File: config.mk
export PLATFORM = sky130hd
export DESIGN_NAME = lsu_flat
export DESIGN_NICKNAME = d
export VERILOG_FILES = /design/src/rtl/lsu_if.sv /design/src/rtl/lsu.sv /design/src/flat_wrapper.sv
export SDC_FILE = /design/constraint.sdc
export NUM_CORES = 1
export LEC_CHECK = 0
export ABC_AREA = 0
export BUFFER_PORTS_ARGS = -buffer_cell sky130_fd_sc_hd__buf_4
export CORE_AREA = 2 2 105 118
export CTS_BUF_LIST = sky130_fd_sc_hd__clkbuf_2 sky130_fd_sc_hd__clkbuf_4 sky130_fd_sc_hd__clkbuf_8
export DETAILED_ROUTE_END_ITERATION = 8
export DIE_AREA = 0 0 107 120
export PLACE_DENSITY = 0.71
export SLEW_MARGIN = 20
export SYNTH_ARGS = -nofsm -noshare
export SYNTH_HDL_FRONTEND = slang
export SYNTH_SLANG_ARGS = --single-unit
export TNS_END_PERCENT = 30
File: constraint.sdc
create_clock -name clk -period 1.9 [get_ports clk]
set_input_delay 0.095 -clock clk [delete_from_list [all_inputs] [get_ports clk]]
set_output_delay 0.095 -clock clk [all_outputs]
set_load 0.01 [all_outputs]
File: src/rtl/lsu_if.sv
// Core-side request/response and data-memory signals of the load/store unit.
// The slave modport is the LSU; the master side is the core plus the memory.
interface lsu_if;
    logic        mem_write;
    logic        mem_read;
    logic [2:0]  funct3;
    logic [31:0] addr;
    logic [31:0] wdata;
    logic [31:0] rdata;
    logic        stall;
    logic        misalign;
    logic        dm_we;
    logic [31:0] dm_addr;
    logic [31:0] dm_wd;
    logic [31:0] dm_rd;

    modport slave (
        input  mem_write, mem_read, funct3, addr, wdata, dm_rd,
        output rdata, stall, misalign, dm_we, dm_addr, dm_wd
    );

    modport master (
        output mem_write, mem_read, funct3, addr, wdata, dm_rd,
        input  rdata, stall, misalign, dm_we, dm_addr, dm_wd
    );
endinterface

File: src/rtl/lsu.sv
// RV32I load/store unit: word-addressed memory, load lane extraction with
// extension, and a two-cycle read-modify-write for byte/halfword stores.
module lsu (
    input  logic clk,
    input  logic reset,
    lsu_if.slave bus
);
    typedef enum logic {IDLE = 1'b0, MERGE = 1'b1} state_t;

    localparam logic [2:0] F_B  = 3'b000;
    localparam logic [2:0] F_H  = 3'b001;
    localparam logic [2:0] F_W  = 3'b010;
    localparam logic [2:0] F_BU = 3'b100;
    localparam logic [2:0] F_HU = 3'b101;

    state_t      st_q, st_d;
    logic [31:0] a_q, a_d;
    logic [31:0] d_q, d_d;
    logic [2:0]  f_q, f_d;
    logic [31:0] old_q, old_d;

    logic        req;
    logic        illegal;
    logic [31:0] merged;
    logic [7:0]  ld_byte;
    logic [15:0] ld_half;
    logic [31:0] ld_data;

    assign req = bus.mem_write | bus.mem_read;

    // Stores have no unsigned variants, so BU/HU are illegal when writing.
    always_comb begin
        illegal = 1'b0;
        case (bus.funct3)
            F_B:  illegal = 1'b0;
            F_H:  illegal = bus.addr[0];
            F_W:  illegal = (bus.addr[1:0] != 2'b00);
            F_BU: illegal = bus.mem_write;
            F_HU: illegal = bus.mem_write | bus.addr[0];
            default: illegal = 1'b1;
        endcase
    end

    always_comb begin
        merged = old_q;
        if (f_q == F_H) begin
            if (a_q[1]) merged[31:16] = d_q[15:0];
            else        merged[15:0]  = d_q[15:0];
        end else begin
            case (a_q[1:0])
                2'd0: merged[7:0]   = d_q[7:0];
                2'd1: merged[15:8]  = d_q[7:0];
                2'd2: merged[23:16] = d_q[7:0];
                default: merged[31:24] = d_q[7:0];
            endcase
        end
    end

    always_comb begin
        case (bus.addr[1:0])
            2'd0: ld_byte = bus.dm_rd[7:0];
            2'd1: ld_byte = bus.dm_rd[15:8];
            2'd2: ld_byte = bus.dm_rd[23:16];
            default: ld_byte = bus.dm_rd[31:24];
        endcase
        ld_half = bus.addr[1] ? bus.dm_rd[31:16] : bus.dm_rd[15:0];
        case (bus.funct3)
            F_B:  ld_data = {{24{ld_byte[7]}}, ld_byte};
            F_H:  ld_data = {{16{ld_half[15]}}, ld_half};
            F_BU: ld_data = {24'd0, ld_byte};
            F_HU: ld_data = {16'd0, ld_half};
            default: ld_data = bus.dm_rd;
        endcase
    end

    always_comb begin
        st_d         = st_q;
        a_d          = a_q;
        d_d          = d_q;
        f_d          = f_q;
        old_d        = old_q;
        bus.dm_we    = 1'b0;
        bus.dm_addr  = bus.addr;
        bus.dm_wd    = bus.wdata;
        bus.rdata    = 32'd0;
        bus.stall    = 1'b0;
        bus.misalign = 1'b0;
        case (st_q)
            IDLE: begin
                bus.misalign = req & illegal;
                if (req && !illegal) begin
                    if (bus.mem_write) begin
                        if (bus.funct3 == F_W) begin
                            bus.dm_we = 1'b1;
                        end else begin
                            // Sub-word store: latch the old word, write it back merged next cycle.
                            bus.stall = 1'b1;
                            a_d       = bus.addr;
                            d_d       = bus.wdata;
                            f_d       = bus.funct3;
                            old_d     = bus.dm_rd;
                            st_d      = MERGE;
                        end
                    end else begin
                        bus.rdata = ld_data;
                    end
                end
            end
            MERGE: begin
                bus.dm_we   = 1'b1;
                bus.dm_addr = a_q;
                bus.dm_wd   = merged;
                st_d        = IDLE;
            end
            default: st_d = IDLE;
        endcase
        if (reset) begin
            bus.dm_we = 1'b0;
            bus.stall = 1'b0;
        end
    end

    always_ff @(posedge clk) begin
        if (reset) begin
            st_q  <= IDLE;
            a_q   <= 32'd0;
            d_q   <= 32'd0;
            f_q   <= 3'd0;
            old_q <= 32'd0;
        end else begin
            st_q  <= st_d;
            a_q   <= a_d;
            d_q   <= d_d;
            f_q   <= f_d;
            old_q <= old_d;
        end
    end
endmodule
File: src/flat_wrapper.sv
// flat-port wrapper written by rule: the top's interface ports become plain ports
module lsu_flat 
  (clk, reset, bus_mem_write, bus_mem_read, bus_funct3, bus_addr, bus_wdata, bus_dm_rd, bus_rdata, bus_stall, bus_misalign, bus_dm_we, bus_dm_addr, bus_dm_wd);
  lsu_if bus_i ();
  input  logic clk;
  input  logic reset;
  input wire logic [$bits(bus_i.mem_write)-1:0] bus_mem_write;
  input wire logic [$bits(bus_i.mem_read)-1:0] bus_mem_read;
  input wire logic [$bits(bus_i.funct3)-1:0] bus_funct3;
  input wire logic [$bits(bus_i.addr)-1:0] bus_addr;
  input wire logic [$bits(bus_i.wdata)-1:0] bus_wdata;
  input wire logic [$bits(bus_i.dm_rd)-1:0] bus_dm_rd;
  output wire logic [$bits(bus_i.rdata)-1:0] bus_rdata;
  output wire logic [$bits(bus_i.stall)-1:0] bus_stall;
  output wire logic [$bits(bus_i.misalign)-1:0] bus_misalign;
  output wire logic [$bits(bus_i.dm_we)-1:0] bus_dm_we;
  output wire logic [$bits(bus_i.dm_addr)-1:0] bus_dm_addr;
  output wire logic [$bits(bus_i.dm_wd)-1:0] bus_dm_wd;
  assign bus_i.mem_write = bus_mem_write;
  assign bus_i.mem_read = bus_mem_read;
  assign bus_i.funct3 = bus_funct3;
  assign bus_i.addr = bus_addr;
  assign bus_i.wdata = bus_wdata;
  assign bus_i.dm_rd = bus_dm_rd;
  assign bus_rdata = bus_i.rdata;
  assign bus_stall = bus_i.stall;
  assign bus_misalign = bus_i.misalign;
  assign bus_dm_we = bus_i.dm_we;
  assign bus_dm_addr = bus_i.dm_addr;
  assign bus_dm_wd = bus_i.dm_wd;
  lsu u_core (.clk(clk), .reset(reset), .bus(bus_i));
endmodule
==> results of run 1 <==
[flip-flops by register name (all words and copies together) (netlist names)]
register	flops
u_core.f_q	3
u_core.old_q	32
u_core.d_q	16
u_core.st_q	1
u_core.a_q	32
[worst min path at each step]
stage | start | to | slack [ps] | cells past startpoint
floorplan | bus_addr[10] | u_core.a_q[10]$_SDFFE_PP0P_ | 230 | 2
global placement | bus_addr[29] | u_core.a_q[29]$_SDFFE_PP0P_ | 350 | 3
detailed placement | bus_addr[13] | u_core.a_q[13]$_SDFFE_PP0P_ | 360 | 3
CTS | bus_addr[2] | u_core.a_q[2]$_SDFFE_PP0P_ | 1 | 3
global route | bus_dm_rd[10] | u_core.old_q[10]$_SDFFE_PP0P_ | 10 | 3
finish | bus_addr[31] | u_core.a_q[31]$_SDFFE_PP0P_ | 6 | 3
[tightest hold or removal path, delay by kind of cell]
family | cells | cell delay [ps]
buffers and inverters | 1 | 110
AND/OR/NAND/NOR | 1 | 60
AO/OA/AOI/OAI | 1 | 60
[layout make-up]
cell class / count / share of cell area (%)
inverters: 12 / 0.593
clock buffers: 13 / 2.19
well taps: 154 / 2.54
multi-input cells: 509 / 39.9
flip-flops and latches: 84 / 22.2
clock inverters: 3 / 0.906
repair buffers: 280 / 31.7
[layout by cell type, fill, tap and decap left out, types with 11 or more instances in the layout]
cell type                       netlist  final
sky130_fd_sc_hd__buf_6                0     11
sky130_fd_sc_hd__dlygate4sd3_1        0     50
sky130_fd_sc_hd__nor2_1              43     43
sky130_fd_sc_hd__buf_12               0     11
sky130_fd_sc_hd__o21ai_0             14     14
sky130_fd_sc_hd__clkbuf_8             0     11
sky130_fd_sc_hd__nor3_1              21     21
sky130_fd_sc_hd__buf_4                8    208
sky130_fd_sc_hd__nand2_1            197    193
sky130_fd_sc_hd__o221a_2             16     12
sky130_fd_sc_hd__mux2_2              34     34
sky130_fd_sc_hd__dfxtp_1             84     81
sky130_fd_sc_hd__mux2i_1             25     16
sky130_fd_sc_hd__inv_1               12     12
sky130_fd_sc_hd__a21oi_1            103    102
sky130_fd_sc_hd__nand2b_1            11     11
[layer usage]
layer / vias to the layer above / share of wire (%) / track usage [%]
met2: 204 / 51 / 44.6
met5: - / 0 / 0
li1: 2721 / - / -
met1: 2713 / 41 / 33.9
met3: 32 / 5.7 / 4.40
met4: 0 / 2.3 / 10.2
[report_power, final]
group / internal (mW) / switching, mW / total, mW
Sequential: 1.83 / 0.0575 / 1.89
Clock: 0.845 / 0.637 / 1.48
Combinational: 0.666 / 0.595 / 1.26
[what timing repair did]
item | CTS | global route
hold buffers | 49 | 1
pin swaps | 9 | 0
endpoints found under the hold margin | 49 | 1
setup endpoints to repair | 25 | 36
gates resized for setup | 12 | 38
setup buffers | 1 | 1
[kinds of logic (layout without fill, tap and decap cells)]
family / after synthesis / after routing / synth area share [%]
AO/OA/AOI/OAI: 157 / 157 / 20.1
multiplexers: 60 / 60 / 13.6
AND/OR/NAND/NOR: 292 / 292 / 25.1
flip-flops: 84 / 84 / 35.0
buffers and inverters: 68 / 308 / 6.17
[metrics by stage]
step	power, mW	instance area (µm²)
finish	4.63	7600
global placement	3.00	6600
CTS	4.58	7380
detailed placement	3.03	6600
floorplan	2.45	4800
global route	4.83	7600
==> results by group, run 1 <==
Detailed routing
  – Wire per inst: 16.5 µm
  – Drt first-iter violations: 378
  – Vias per cell: 5.37
  – Number of remaining DRC errors: 0
  – Routed wire length: 17,400 µm
  – Post-detailed-route count of antenna-violating nets: 0
  – Count of TritonRoute iterations in the first routing pass: 5
  – Vias post-DR: 5,670

Timing
  – Final critical-path share of the clock period: 105%
  – Least setup slack across all paths after layout: -85.8 ps
  – Sum of negative setup slack: -1180 ps
  – Unrepaired setup endpoints after global routing: true
  – Slew HR: 58.0%
  – Final hold violation count: 0
  – Final setup vio count: 24
  – Fin Clk Skew: 12.8 ps
  – Slew Viols, Final: 0
  – Transition time at the pin with the least slew margin: 630 ps
  – Highest clock frequency the design can meet: 504 MHz
  – Final critical delay including setup and external delays: 1990 ps
  – Final hold slack: 5.60 ps

Power and ir drop
  – Leakage power total: 3.21 nW
  – Power density over the cells: 610 nW/µm²
  – Worst supply voltage drop on vdd: 327 µV

Worst setup path
  – Critical Path Sink Type: output port
  – Cell with the biggest individual delay on the critical path: sky130_fd_sc_hd__or3b_4
  – CP startpoint: u_core.f_q[2]$_SDFFE_PP0P_
  – Arrival time of data at the critical path endpoint: 1890 ps
  – Critical path, cell by cell: or3b_4 -> buf_12 -> mux2i_4 -> nand2_1 -> o221a_2 -> buf_4
  – Kind of cell with the highest combined delay on the critical path: simple AND/OR/NAND/NOR gates
  – Total stage count of the critical path: 6
  – Delay of the slowest cell on the worst path: 430 ps
  – Launch instance of the worst register-to-register path: u_core.st_q$_SDFF_PP0_
  – R2r worst-path depth: 4
  – FF-to-FF setup slack: 540 ps
  – Required time of the critical path: 1800 ps
  – Critical register-to-register path endpoint: u_core.d_q[11]$_SDFFE_PP0P_
  – Worst setup path class: reg -> out
  – CP max FO: 8
  – Buffers plus inverters on the worst setup path: 2
  – Endpoint of the most critical setup path: bus_dm_wd[12]
  – Critical path startpoint category: flip-flop

Global routing
  – Number of antenna violations at the first check in global routing: 0
  – First-pass GRT wire length: 26,900 µm
  – Aggregate global routing overflow: 0
  – Vias in the first global route: 5,327
  – Global routing usage summed across all routing layers: 26.5%
  – Largest net degree at the start of global routing: 58

Floorplanning
  – Die boundary height: 120 µm
  – Starting utilization of the core area: 41.0%
  – Placeable Area: 11,700 µm²
  – DIE WIDTH: 107 µm
  – Number of top-level design ports: 202
  – Overall die area: 12,800 µm²
  – # rows: 42

Logic synthesis
  – Largest cells by area after synthesis: sky130_fd_sc_hd__dfxtp_1, sky130_fd_sc_hd__nand2_1, sky130_fd_sc_hd__a21oi_1, sky130_fd_sc_hd__mux2_2, sky130_fd_sc_hd__mux2i_1
  – Most common library cells after synthesis: sky130_fd_sc_hd__nand2_1, sky130_fd_sc_hd__a21oi_1, sky130_fd_sc_hd__dfxtp_1
  – Average cell area after synthesis: 7.27 µm²
  – Most used flip-flop cell after synthesis: sky130_fd_sc_hd__dfxtp_1
  – Synthesized flop and latch total: 84
  – Top cell type's share of synthesized area: 35.0%
  – Number of unique standard cell types used by synthesis: 33
  – Sequential area share after synthesis: 35.0%
  – Cell type contributing the most total cell area after synthesis: sky130_fd_sc_hd__dfxtp_1
  – Synthesized instance count: 661
  – Combined area of all synthesized cells: 4800 µm²
  – Synthesized netlist net count: 764
  – Fraction of registers with async set/reset: 0%
  – Cell with the most instances after synthesis: sky130_fd_sc_hd__nand2_1
  – Count of synthesis-stage warnings from yosys: 0
  – Count of flip-flops with a built-in enable after synthesis: 0

Status
  – Failing checks: setup timing
  – Status: finished, violations left

Cells and area
  – Area grow syn2layout: 58.1%
  – Filler-free cell count of the finished design: 1,055
  – Area occupied by multi-input gates: 3030 µm²
  – Antenna cells: 0
  – Sequential cell area in the final layout: 1690 µm²
  – Filler Cell Count: 972
  – Total number of nets in the final design: 999
  – Final core area utilization: 64.8%
  – Layout cell share with drive strength beyond 1: 36.2%

Clocking
  – Clk_lat worst skew: 360 ps
  – Root cell of the clock tree: sky130_fd_sc_hd__clkbuf_8
  – CTS HTree Levels: 3
  – Number of sinks driven by the clock tree: 84
  – Clk slew on worst S/H paths: 90 ps
  – TritonCTS clock tree: built
  – Max Root-Sink Buffers: 2
  – Clock buffers created by TritonCTS: 9

Worst hold path
  – Path type of the worst min-delay path: in -> reg

Placed design
  – Port Buffer Count: 201
  – Detailed Place HPWL: 12,500 µm
  – GP Congestion: 0.891
  – Placed Cells incl. Taps: 987
  – Setup Slack @ Placement: 22.6 ps

Flow run
  – Number of max-cap violations: 0
(Power assumes the default switching activity.)
==> run 2: changes to the inputs <==
PLACE_DENSITY = 0.68   (was 0.71)
==> run 2 against run 1 <==
Against the previous run:
- the flow still finishes with violations (setup timing)
- clock skew is 8.1 ps lower
- design area down 1.2%
- largest power group unchanged
- worst hold slack improved by 6.8 ps
- register-to-register slack got worse by 50 ps
==> results by group, run 2 (synthesized netlist as in run 1, its figures left out) <==
Floorplanning
  – Overall die area: 12,800 µm² (unchanged)
  – Starting utilization of the core area: 41.0% (unchanged)
  – # rows: 42 (unchanged)
  – Number of top-level design ports: 202 (unchanged)
  – DIE WIDTH: 107 µm (unchanged)
  – Die boundary height: 120 µm (unchanged)
  – Placeable Area: 11,700 µm² (unchanged)

Global routing
  – Largest net degree at the start of global routing: 66 (+14%)
  – First-pass GRT wire length: 26,500 µm (-1.6%)
  – Number of antenna violations at the first check in global routing: 0 (unchanged)
  – Global routing usage summed across all routing layers: 26.1% (-0.45 points)
  – Vias in the first global route: 5,216 (-2.1%)
  – Aggregate global routing overflow: 0 (unchanged)

Timing
  – Final critical-path share of the clock period: 105% (about the same)
  – Highest clock frequency the design can meet: 503 MHz (about the same)
  – Slew Viols, Final: 0 (unchanged)
  – Slew HR: 70.2% (+12 points)
  – Final setup vio count: 24 (unchanged)
  – Least setup slack across all paths after layout: -87.8 ps (-1.97 ps)
  – Unrepaired setup endpoints after global routing: true
  – Sum of negative setup slack: -1020 ps (+155 ps)
  – Fin Clk Skew: 4.68 ps (-8.12 ps)
  – Transition time at the pin with the least slew margin: 447 ps (-183 ps)
  – Final hold violation count: 0 (unchanged)
  – Final critical delay including setup and external delays: 1990 ps (+1.97 ps)

Power and ir drop
  – Worst supply voltage drop on vdd: 310 µV (-5.1%)
  – Leakage power total: 3.17 nW (-1.3%)
  – Power density over the cells: 597 nW/µm² (-2.1%)

Detailed routing
  – Count of TritonRoute iterations in the first routing pass: 4 (-1)
  – Vias post-DR: 5,573 (-1.7%)
  – Wire per inst: 16.1 µm (-2.4%)
  – Number of remaining DRC errors: 0 (unchanged)
  – Drt first-iter violations: 404 (+6.9%)
  – Post-detailed-route count of antenna-violating nets: 0 (unchanged)
  – Routed wire length: 16,900 µm (-2.8%)
  – Vias per cell: 5.31 (-1.2%)

Cells and area
  – Total number of nets in the final design: 995 (-0.40%)
  – Most common library cell in the layout ignoring fill and taps: sky130_fd_sc_hd__buf_4
  – Antenna cells: 0 (unchanged)
  – Sequential cell area in the final layout: 1690 µm² (unchanged)
  – Area grow syn2layout: 56.2%
  – Largest registers: u_core.a_q (32), u_core.old_q (32), u_core.d_q (16)
  – Layout cell share with drive strength beyond 1: 36.5% (+0.31 points)
  – Area occupied by multi-input gates: 3010 µm² (-0.66%)
  – Most used cells in the layout excluding fill and tap cells: sky130_fd_sc_hd__buf_4, sky130_fd_sc_hd__nand2_1, sky130_fd_sc_hd__a21oi_1, sky130_fd_sc_hd__dfxtp_1, sky130_fd_sc_hd__dlygate4sd3_1
  – Filler Cell Count: 1,006 (+3.5%)

Worst setup path
  – Worst setup path class: reg -> out
  – Critical path startpoint category: flip-flop
  – Required time of the critical path: 1800 ps (about the same)
  – Arrival time of data at the critical path endpoint: 1890 ps (about the same)
  – CP max FO: 8 (unchanged)
  – Critical Path Sink Type: output port
  – FF-to-FF setup slack: 490 ps (-50 ps)

Clocking
  – Clk_lat worst skew: 360 ps (about the same)
  – TritonCTS clock tree: built
  – Clock buffers created by TritonCTS: 9 (unchanged)
  – Max Root-Sink Buffers: 2 (unchanged)
  – Clk slew on worst S/H paths: 80 ps (about the same)
  – Number of sinks driven by the clock tree: 84 (unchanged)
  – CTS HTree Levels: 3 (unchanged)
  – Root cell of the clock tree: sky130_fd_sc_hd__clkbuf_8
  – Buffers inserted by post-CTS timing repair: 0 (-1)

Placed design
  – Setup Slack @ Placement: 42.4 ps (+19.8 ps)
  – Port Buffer Count: 201 (unchanged)
  – GP Congestion: 0.894 (+0.27%)
  – Detailed Place HPWL: 12,300 µm (-1.3%)

Status
  – Failing checks: setup timing
  – Status: finished, violations left

Flow run
  – Number of max-cap violations: 0 (unchanged)

Worst hold path
  – Path type of the worst min-delay path: in -> reg
run 2: where the power goes:
group / internal (mW) / switching [mW] / leakage (nW)
sequential: 1.83 / 0.0608 / 0.685
clock: 0.724 / 0.620 / 0.109
combinational: 0.661 / 0.582 / 2.37
total: 3.22 / 1.26 / 3.17
run 2: per-stage QoR:
stage | util (%) | power [mW] | cell area, µm² | hold WS, ps | instances
after CTS | 62.7 | 4.45 | 7350 | 0.925 | 1050
final | 64.0 | 4.48 | 7500 | 12.4 | 1050
after global routing | 64.0 | 4.67 | 7500 | 2.00 | 1050
after detailed placement | 56.4 | 3.03 | 6610 | 361 | 990
after floorplan | - | 2.45 | 4800 | 231 | 661
after global placement | 56.4 | 3.00 | 6610 | 353 | 990
run 2: cell type report:
class | instances | share of cell area, %
inverters | 12 | 0.600
clock buffers | 9 | 1.65
well taps | 154 | 2.57
clock inverters | 6 | 1.07
flip-flops and latches | 84 | 22.5
repair buffers | 276 | 31.5
multi-input cells | 509 | 40.1
run 2: final timing paths:
check,startpoint,to,cells after the start
setup / recovery,u_core.f_q[1]$_SDFFE_PP0P_,bus_dm_wd[5],6
hold / removal,bus_dm_rd[17],u_core.old_q[17]$_SDFFE_PP0P_,3
setup reg to reg,u_core.st_q$_SDFF_PP0_,u_core.a_q[28]$_SDFFE_PP0P_,4
hold reg to reg,u_core.old_q[2]$_SDFFE_PP0P_,u_core.old_q[2]$_SDFFE_PP0P_,2
run 2: repair_timing:
item / 4_1_cts / 5_1_grt
endpoints found under the hold margin: 45 / 0
hold buffers: 45 / 0
pin swaps: 10 / 0
resized for setup: 22 / 31
setup endpoints to repair: 24 / 35
run 2: critical path: stages, from the launching register on:
cell and delay, ps:
sky130_fd_sc_hd__dfxtp_2 330, sky130_fd_sc_hd__or3b_4 430, sky130_fd_sc_hd__a21oi_4 160, sky130_fd_sc_hd__buf_12 150, sky130_fd_sc_hd__mux2i_2 240, sky130_fd_sc_hd__a21oi_2 80
sky130_fd_sc_hd__buf_4 150
run 2: layer usage:
layer,routed length [µm],part of all wire (%),global-route usage [%]
met1,7150,42,34.4
met4,445,2.6,10.4
met2,8410,50,43.6
met3,932,5.5,2.77
met5,0,0,0
